<file path="src/rtl/spm_stream_agent.sv">
// Scratchpad stream agent: runs a small program of strided read/write
// bursts on one scratchpad port and buffers read returns in a FIFO.
module spm_stream_agent #(
  parameter int A_W        = 8,
  parameter int D_W        = 32,
  parameter int DESC_DEPTH = 8,
  parameter int RD_LAT     = 1,
  parameter int FIFO_DEPTH = 4
) (
  input  logic             clk,
  input  logic             rst,
  input  logic             init,
  input  logic [23:0]      desc_i,
  input  logic             run,
  input  logic [D_W-1:0]   wr_data_i,
  input  logic             wr_valid_i,
  output logic             wr_ready_o,
  output logic [D_W-1:0]   rd_data_o,
  output logic             rd_valid_o,
  input  logic             rd_ready_i,
  output logic [D_W+A_W+1:0] req_o,
  input  logic [D_W-1:0]   rsp_i,
  output logic             busy_o,
  output logic             done_o
);

  localparam int LW = $clog2(DESC_DEPTH + 1);
  localparam int BW = $clog2(DESC_DEPTH);
  localparam int PW = $clog2(FIFO_DEPTH);
  localparam int CW = PW + 1;

  typedef enum logic [2:0] {
    IDLE, FETCH, ISSUE, DRAIN, DONE
  } state_t;

  state_t state, state_nx;

  logic [23:0]    dbuf [DESC_DEPTH];
  logic [LW-1:0]  load_cnt, load_at;
  logic [LW-1:0]  idx, idx_inc;
  logic           init_q;

  logic           dir;
  logic [A_W-1:0] addr;
  logic [7:0]     stride;
  logic [7:0]     remaining;
  logic           issue, last, can_read;

  logic [CW-1:0]  outstanding, fifo_cnt;
  logic [CW:0]    in_use;
  logic [PW:0]    wptr, rptr;
  logic [D_W-1:0] mem [FIFO_DEPTH];
  logic [RD_LAT-1:0] vld_sr;
  logic           push, pop, full, empty;

  // A new init burst restarts the program from entry 0.
  assign load_at  = init_q ? load_cnt : '0;
  assign idx_inc  = idx + LW'(1);
  assign last     = (remaining == 8'd1);

  assign fifo_cnt = wptr - rptr;
  assign empty    = (wptr == rptr);
  assign full     = (fifo_cnt == CW'(FIFO_DEPTH));
  assign push     = vld_sr[RD_LAT-1];
  assign pop      = rd_valid_o & rd_ready_i;
  assign in_use   = {1'b0, outstanding} + {1'b0, fifo_cnt};
  assign can_read = in_use < (CW+1)'(FIFO_DEPTH);

  assign rd_valid_o = !empty;
  assign rd_data_o  = empty ? '0 : mem[rptr[PW-1:0]];
  assign busy_o     = (state != IDLE);
  assign done_o     = (state == DONE);

  always_comb begin
    state_nx   = state;
    issue      = 1'b0;
    wr_ready_o = 1'b0;
    unique case (state)
      IDLE: begin
        if (run)
          state_nx = (load_cnt != '0) ? FETCH : DONE;
      end
      FETCH: state_nx = ISSUE;
      ISSUE: begin
        wr_ready_o = dir;
        issue      = dir ? wr_valid_i : can_read;
        if (issue && last)
          state_nx = (idx_inc < load_cnt) ? FETCH : DRAIN;
      end
      DRAIN: begin
        if (outstanding == '0 && empty)
          state_nx = DONE;
      end
      DONE: state_nx = IDLE;
      default: state_nx = IDLE;
    endcase
  end

  always_ff @(posedge clk or negedge rst) begin
    if (!rst) begin
      state     <= IDLE;
      load_cnt  <= '0;
      init_q    <= 1'b0;
      idx       <= '0;
      dir       <= 1'b0;
      addr      <= '0;
      stride    <= '0;
      remaining <= '0;
      req_o     <= '0;
    end else begin
      state  <= state_nx;
      init_q <= init && (state == IDLE);
      if (state == IDLE && init)
        load_cnt <= (load_at == LW'(DESC_DEPTH)) ? load_at : load_at + LW'(1);
      if (state == FETCH) begin
        dir       <= dbuf[idx[BW-1:0]][23];
        addr      <= dbuf[idx[BW-1:0]][22:15];
        remaining <= {1'b0, dbuf[idx[BW-1:0]][14:8]} + 8'd1;
        stride    <= dbuf[idx[BW-1:0]][7:0];
      end
      if (issue) begin
        addr      <= addr + stride;
        remaining <= remaining - 8'd1;
        if (last)
          idx <= idx_inc;
      end
      if (state == DONE)
        idx <= '0;
      req_o <= '0;
      if (issue)
        req_o <= dir ? {1'b1, wr_data_i, 1'b0, addr}
                     : {1'b0, {D_W{1'b0}}, 1'b1, addr};
    end
  end

  always_ff @(posedge clk) begin
    if (state == IDLE && init && load_at < LW'(DESC_DEPTH))
      dbuf[load_at[BW-1:0]] <= desc_i;
  end

  always_ff @(posedge clk or negedge rst) begin
    if (!rst) begin
      outstanding <= '0;
      wptr        <= '0;
      rptr        <= '0;
      vld_sr      <= '0;
    end else begin
      vld_sr[0] <= req_o[A_W];
      for (int i = 1; i < RD_LAT; i++)
        vld_sr[i] <= vld_sr[i-1];
      if ((issue && !dir) && !push)
        outstanding <= outstanding + CW'(1);
      else if (!(issue && !dir) && push)
        outstanding <= outstanding - CW'(1);
      if (push)
        wptr <= wptr + 1'b1;
      if (pop)
        rptr <= rptr + 1'b1;
    end
  end

  always_ff @(posedge clk) begin
    if (push)
      mem[wptr[PW-1:0]] <= rsp_i;
  end

  a_no_overflow: assert property (
    @(posedge clk) disable iff (!rst) !(push && full && !pop)
  );

endmodule
</file>
<file path="config.mk">
export PLATFORM = sky130hd
export DESIGN_NAME = spm_stream_agent
export DESIGN_NICKNAME = d
export VERILOG_FILES = /design/src/rtl/spm_stream_agent.sv
export SDC_FILE = /design/constraint.sdc
export NUM_CORES = 1
export LEC_CHECK = 0
export ABC_AREA = 1
export BUFFER_PORTS_ARGS = -buffer_cell sky130_fd_sc_hd__buf_2
export CELL_PAD_IN_SITES_DETAIL_PLACEMENT = 1
export CELL_PAD_IN_SITES_GLOBAL_PLACEMENT = 2
export CORE_AREA = 2 2 235 179
export CTS_CLUSTER_SIZE = 16
export DETAILED_ROUTE_END_ITERATION = 12
export DIE_AREA = 0 0 237 181
export PLACE_DENSITY_LB_ADDON = 0.1
export SYNTH_ARGS = -nofsm -noshare
export SYNTH_HDL_FRONTEND = slang
export SYNTH_SLANG_ARGS = --single-unit
</file>
<file path="constraint.sdc">
create_clock -name clk -period 10.47 [get_ports clk]
set_input_delay 1.047 -clock clk [delete_from_list [all_inputs] [get_ports clk]]
set_output_delay 1.047 -clock clk [all_outputs]
set_load 0.03 [all_outputs]
</file>
After elaboration in Yosys (flattened, before gate mapping) --
Memory sizes are Yosys's and may differ from the RTL's. Cells that the tools add are included.
Cells by class: reductions and logical operators 21, $add $sub $neg 11, order comparisons 3, bitwise operators 1, mux-type cells 27, equal/unequal tests 10
Operators with widths (count):
- $mux W42 | 2
- $mux W32 | 1
- $mux W8 | 4
- $mux W4 | 5
- $mux W3 | 6
- $pmux W3 S4 | 1
- $add A3 B1 Y3 const B | 3
- $add A4 B1 Y4 const B | 2
- $add A7 B1 Y8 const B | 1
- $add A8 B8 Y8 | 1
- $eq A8 B1 Y1 const B | 1
- $reduce_bool A2 Y1 | 4
- $sub A8 B1 Y8 const B | 1
- $logic_and A1 B1 Y1 | 7
- $mux W1 | 7
- $eq A3 B2 Y1 const B | 2
- $logic_not A3 Y1 | 2
- $ne A2 B2 Y1 const B | 3
- $add A3 B3 Y4 | 1
- $eq A4 B4 Y1 const B | 1
- $logic_not A1 Y1 | 4
- $lt A4 B3 Y1 const B | 1
- $lt A4 B4 Y1 | 1
- $lt A4 B4 Y1 const B | 1
- 11 further kinds | 11
Storage, ports and cells: bits in registers 89, word-level logic and storage cells 88, bits in writable memories 320, memories 2, output and inout port bits 78
Memory list:
- dbuf | words 8, bits a word 24, rd ports 1, clocked after Yosys merged registers in 0, write ports 1, line 38 | logic [23:0] dbuf [DESC_DEPTH];
- mem | words 4, bits a word 32, rd ports 1, clocked after Yosys merged registers in 0, write ports 1, line 52 | logic [D_W-1:0] mem [FIFO_DEPTH];

Logic depth before layout (Yosys ltp) --
word-level depth 10, depth in mapped cells 20

Worst setup path after synthesis --
No wires, ideal clock.
path kind input-to-reg, start in init, end mem dbuf[2][0] (enable), cell stages on the path 4, library setup time 0.466 ns, required time 10.004 ns, slack 6.320 ns, arrival 3.684 ns, cell sequence nand2_1 > inv_1 > nand2_2 > nor4_1
Between the ends: longest elaborated chain between the ends 4
RTL lines:
- start: declaration | line 12 | input logic init,
- $logic_and A1 B1 Y1 (2 in a row) | line 137 | if (state == IDLE && init && load_at < LW'(DESC_DEPTH))
- $mux W1 | line 137
- $mux W1 (not written as such) | line 138 | dbuf[load_at[BW-1:0]] <= desc_i;
- end: declaration | line 38
Every way passes these cells.

Final worst setup path --
start reg rptr[0], end out rd_data_o[16]
Between the ends: longest elaborated chain between the ends 2, elaborated cells on any way between the ends 3, classes of those cells eq/ne (1); mux (1); memory (1)
RTL lines:
- start: declaration | line 51 | logic [PW:0] wptr, rptr;
- start signal: assignment | line 158 | rptr <= rptr + 1'b1;
- $mem_v2 Z4 W32 or $eq A3 B3 Y1 (tied branches)
- $mux W32 (*) | line 70 | assign rd_data_o = empty ? '0 : mem[rptr[PW-1:0]];
- end: declaration | line 18 | output logic [D_W-1:0] rd_data_o,
Mark *: on every way between the ends. The rest lies on a longest branch, timed or not.

==> flow_metrics.py <==
metrics = {
    "floorplan": {
        "core-area_mm2": 0.0404,
        "die_h_um": 181,
        "ios": 172,
        "die_width_um": 237,
        "row_count": 64,
        "start_util_pct": 41.9,
        "die_area_mm2": 0.0429,
    },
    "route": {
        "postRouteAntennaNets": 0,
        "vias_per_cell": 5.13,
        "drcViolationCount": 0,
        "drt-wirelength-per-cell_um": 19.8,
        "vias": 11278,
        "dr.pass1.iters": 5,
        "routed_wl_um": 43700,
        "drt_iter0_drc": 693,
    },
    "cells_and_area": {
        "fin_area_mm2": 0.0196,
        "final_core_utilization_pct": 48.5,
        "syn_to_final_growth_pct": 15.9,
        "num-nets-final": 1759,
        "drive_gt1_share_pct": 17.4,
    },
    "grt": {
        "globalRouteTotalUtil_pct": 20.5,
        "antenna_found_initial": 3,
        "overflow": 0,
        "grt_max_degree": 92,
        "grt_pass1_vias": 11653,
        "grt_pass1_wl_um": 68000,
    },
    "logic_synthesis": {
        "synth_area_leaders": "edfxtp_1, dfrtp_1, nor2_1, nand2_1, o21ai_0",
        "synth_edf_count": 320,
        "ys_ff_latch": 409,
        "syn_area_mm2": 0.0169,
        "async_flop_share_pct": 21.8,
        "yosysSeqAreaShare_pct": 69.9,
        "synth_top_area_share_pct": 56.7,
        "syn-num-nets": 1599,
        "post-synth-top-area-cell": "edfxtp_1",
        "ys_warn_count": 0,
        "ys_types": 40,
        "syn_inst": 1476,
        "synth.avg_cell_area_um2": 11.5,
        "synth_flop_cell": "edfxtp_1",
    },
    "timing": {
        "rsz0062_at_grt": "no",
        "tns_ps": 0,
        "fmax_mhz": 252,
        "slew_headroom_pct": 22.3,
        "fin_crit_ps": 3970,
        "setup_viol": 0,
        "timing_hold_violations_final": 0,
        "fin_crit_sh_pct": 38.0,
        "fin_skew_ps": 17.3,
        "setup_ws_ps": 6500,
        "report.final.slew_viol_count": 0,
        "tightest_slew_ps": 1160,
    },
    "placed_design": {
        "post-place-ws_ps": 6680,
        "io_buffer_count": 171,
        "placed_area_mm2": 0.0183,
        "dp.final_hpwl_um": 26700,
        "gp_congestion": 0.780,
    },
    "cts": {
        "post_cts_buffers": 0,
        "htreeDepth": 2,
        "insertion_delay_ps": 560,
        "cts_tree": "done",
        "root_buffer": "clkbuf_16",
        "cts_buffers": 43,
        "clk_path_buf_depth": 3,
        "cts_hold_buffers": 0,
        "clk_pin_slew_ps": 60,
        "post_cts_resize_count": 0,
        "cts.sinks": 409,
    },
    "critical_path": {
        "cp-startpoint": "rptr[0]",
        "cp.required_ps": 9420,
        "reg2reg_from": "wptr[0]",
        "critical_path_class": "reg -> out",
        "path_max_fanout": 66,
        "critPathLaunchType": "flip-flop",
        "rrSetupSlack_ps": 6700,
        "cp.arrival_ps": 2930,
        "ff2ff_path_depth": 18,
        "crit_path_end_kind": "output port",
        "rr_endpoint": "outstanding[2]",
        "endpoint": "rd_data_o[16]",
    },
    "flow_run": {
        "max_cap_violations": 0,
    },
    "run_status": {
        "status": "complete, no violations",
    },
    "worst_hold_path": {
        "hold_depth": 0,
        "hold_path.startpoint": "req_o[8]",
        "hold_path.class": "reg -> reg",
    },
    "power": {
        "vdd_drop_max_mv": 0.152,
        "p_per_area_mw_per_mm2": 297,
        "p_leak_uw": 0.00785,
    },
}
-- logic make-up after synthesis --
kind of cell,share of synthesized area (%)
simple gates,14.1
xor+xnor,0.982
fa+ha+maj,2.27
compound gates,8.20
flops,69.9
buf+inv,4.62
-- metrics by stage --
step / power, uW / instances / hold WS, ps
5_1_grt: 6230 / 2199 / 405
4_1_cts: 5910 / 2199 / 390
3_3_place_gp: 4370 / 2119 / 377
3_5_place_dp: 4420 / 2119 / 367
6_report: 5820 / 2200 / 381
2_1_floorplan: 3720 / 1476 / 453
-- worst min path at each step --
stage	endpoint	slack, ps
final	push	380
after global routing	push	400
after CTS	push	390
after detailed placement	push	370
after global placement	push	380
after floorplan	stride[4]	450
-- cell type report --
cell class | instances | area, um2
antenna | 1 | 2.50
clock buffer | 63 | 1200
clock inverter | 17 | 156
fill | 4288 | 20800
inverter | 102 | 389
multi-input combinational | 889 | 4370
sequential | 409 | 11800
tap | 528 | 661
timing repair buffer | 191 | 1010
-- where the power goes --
part	switching (uW)	internal (uW)
clock	618	851
combinational	1600	647
sequential	152	1950
total	2370	3450
-- placed cells by master (no fill, tap or decap), types with 4 or more instances in the layout --
cell type  count
o21ai_1       21
nand3_1       74
nand2_1      200
clkbuf_16     44
inv_2          8
inv_1         91
buf_2        170
a31oi_1        5
a21oi_1       56
nor3_2         5
ha_1          26
dfrtp_1       87
o221ai_1      13
xor2_1        11
edfxtp_1     320
clkinv_2       8
o22ai_1       16
buf_4         21
xnor2_1        8
o211ai_1       4
clkinv_1       4
nand2_2        9
clkbuf_1      16
o21ai_0      139
nor2_1       274
-- worst max-delay path, stage by stage (launching register included) --
cell     delay (ps)
dfrtp_2         400
buf_4           330
inv_2           840
o21ai_0         270
a21oi_1         240
buf_2           240
-- cells in the mapped netlist (3+ instances only) --
library cell,number
edfxtp_1,320
nor2_1,275
nand2_1,200
o21ai_0,139
inv_1,95
dfrtp_1,89
nand3_1,74
a21oi_1,56
clkbuf_1,33
ha_1,26
buf_2,23
o21ai_1,21
o22ai_1,16
o221ai_1,13
xor2_1,11
nand2_2,9
xnor2_1,8
buf_4,7
buf_6,7
buf_1,6
nor3_1,6
a31oi_1,5
inv_2,4
nor4_1,4
o211ai_1,4
fa_1,3
nand3_2,3
nand3b_1,3
nand4_1,3
nor2_2,3
-- flip-flops by register name, summed over array words and instances (netlist names) --
| signal | cells |
|---|---|
| load_cnt | 4 |
| outstanding | 3 |
| remaining | 8 |
| mem | 128 |
| dbuf | 192 |
| idx | 4 |
| stride | 8 |
| wptr | 3 |
| state | 3 |
| addr | 8 |
| req_o | 42 |
| dir | 1 |
| push | 1 |
| init_q | 1 |
| rptr | 3 |
-- metal layers --
metal	up-vias	global-route usage [%]	part of all wire, %
li1	5387	-	-
met4	2	4.33	1.5
met1	5624	29.9	49
met5	-	0	0.025
met3	56	3.47	4.4
met2	209	32.4	45
No activity file was read; power rests on OpenSTA's default activity.
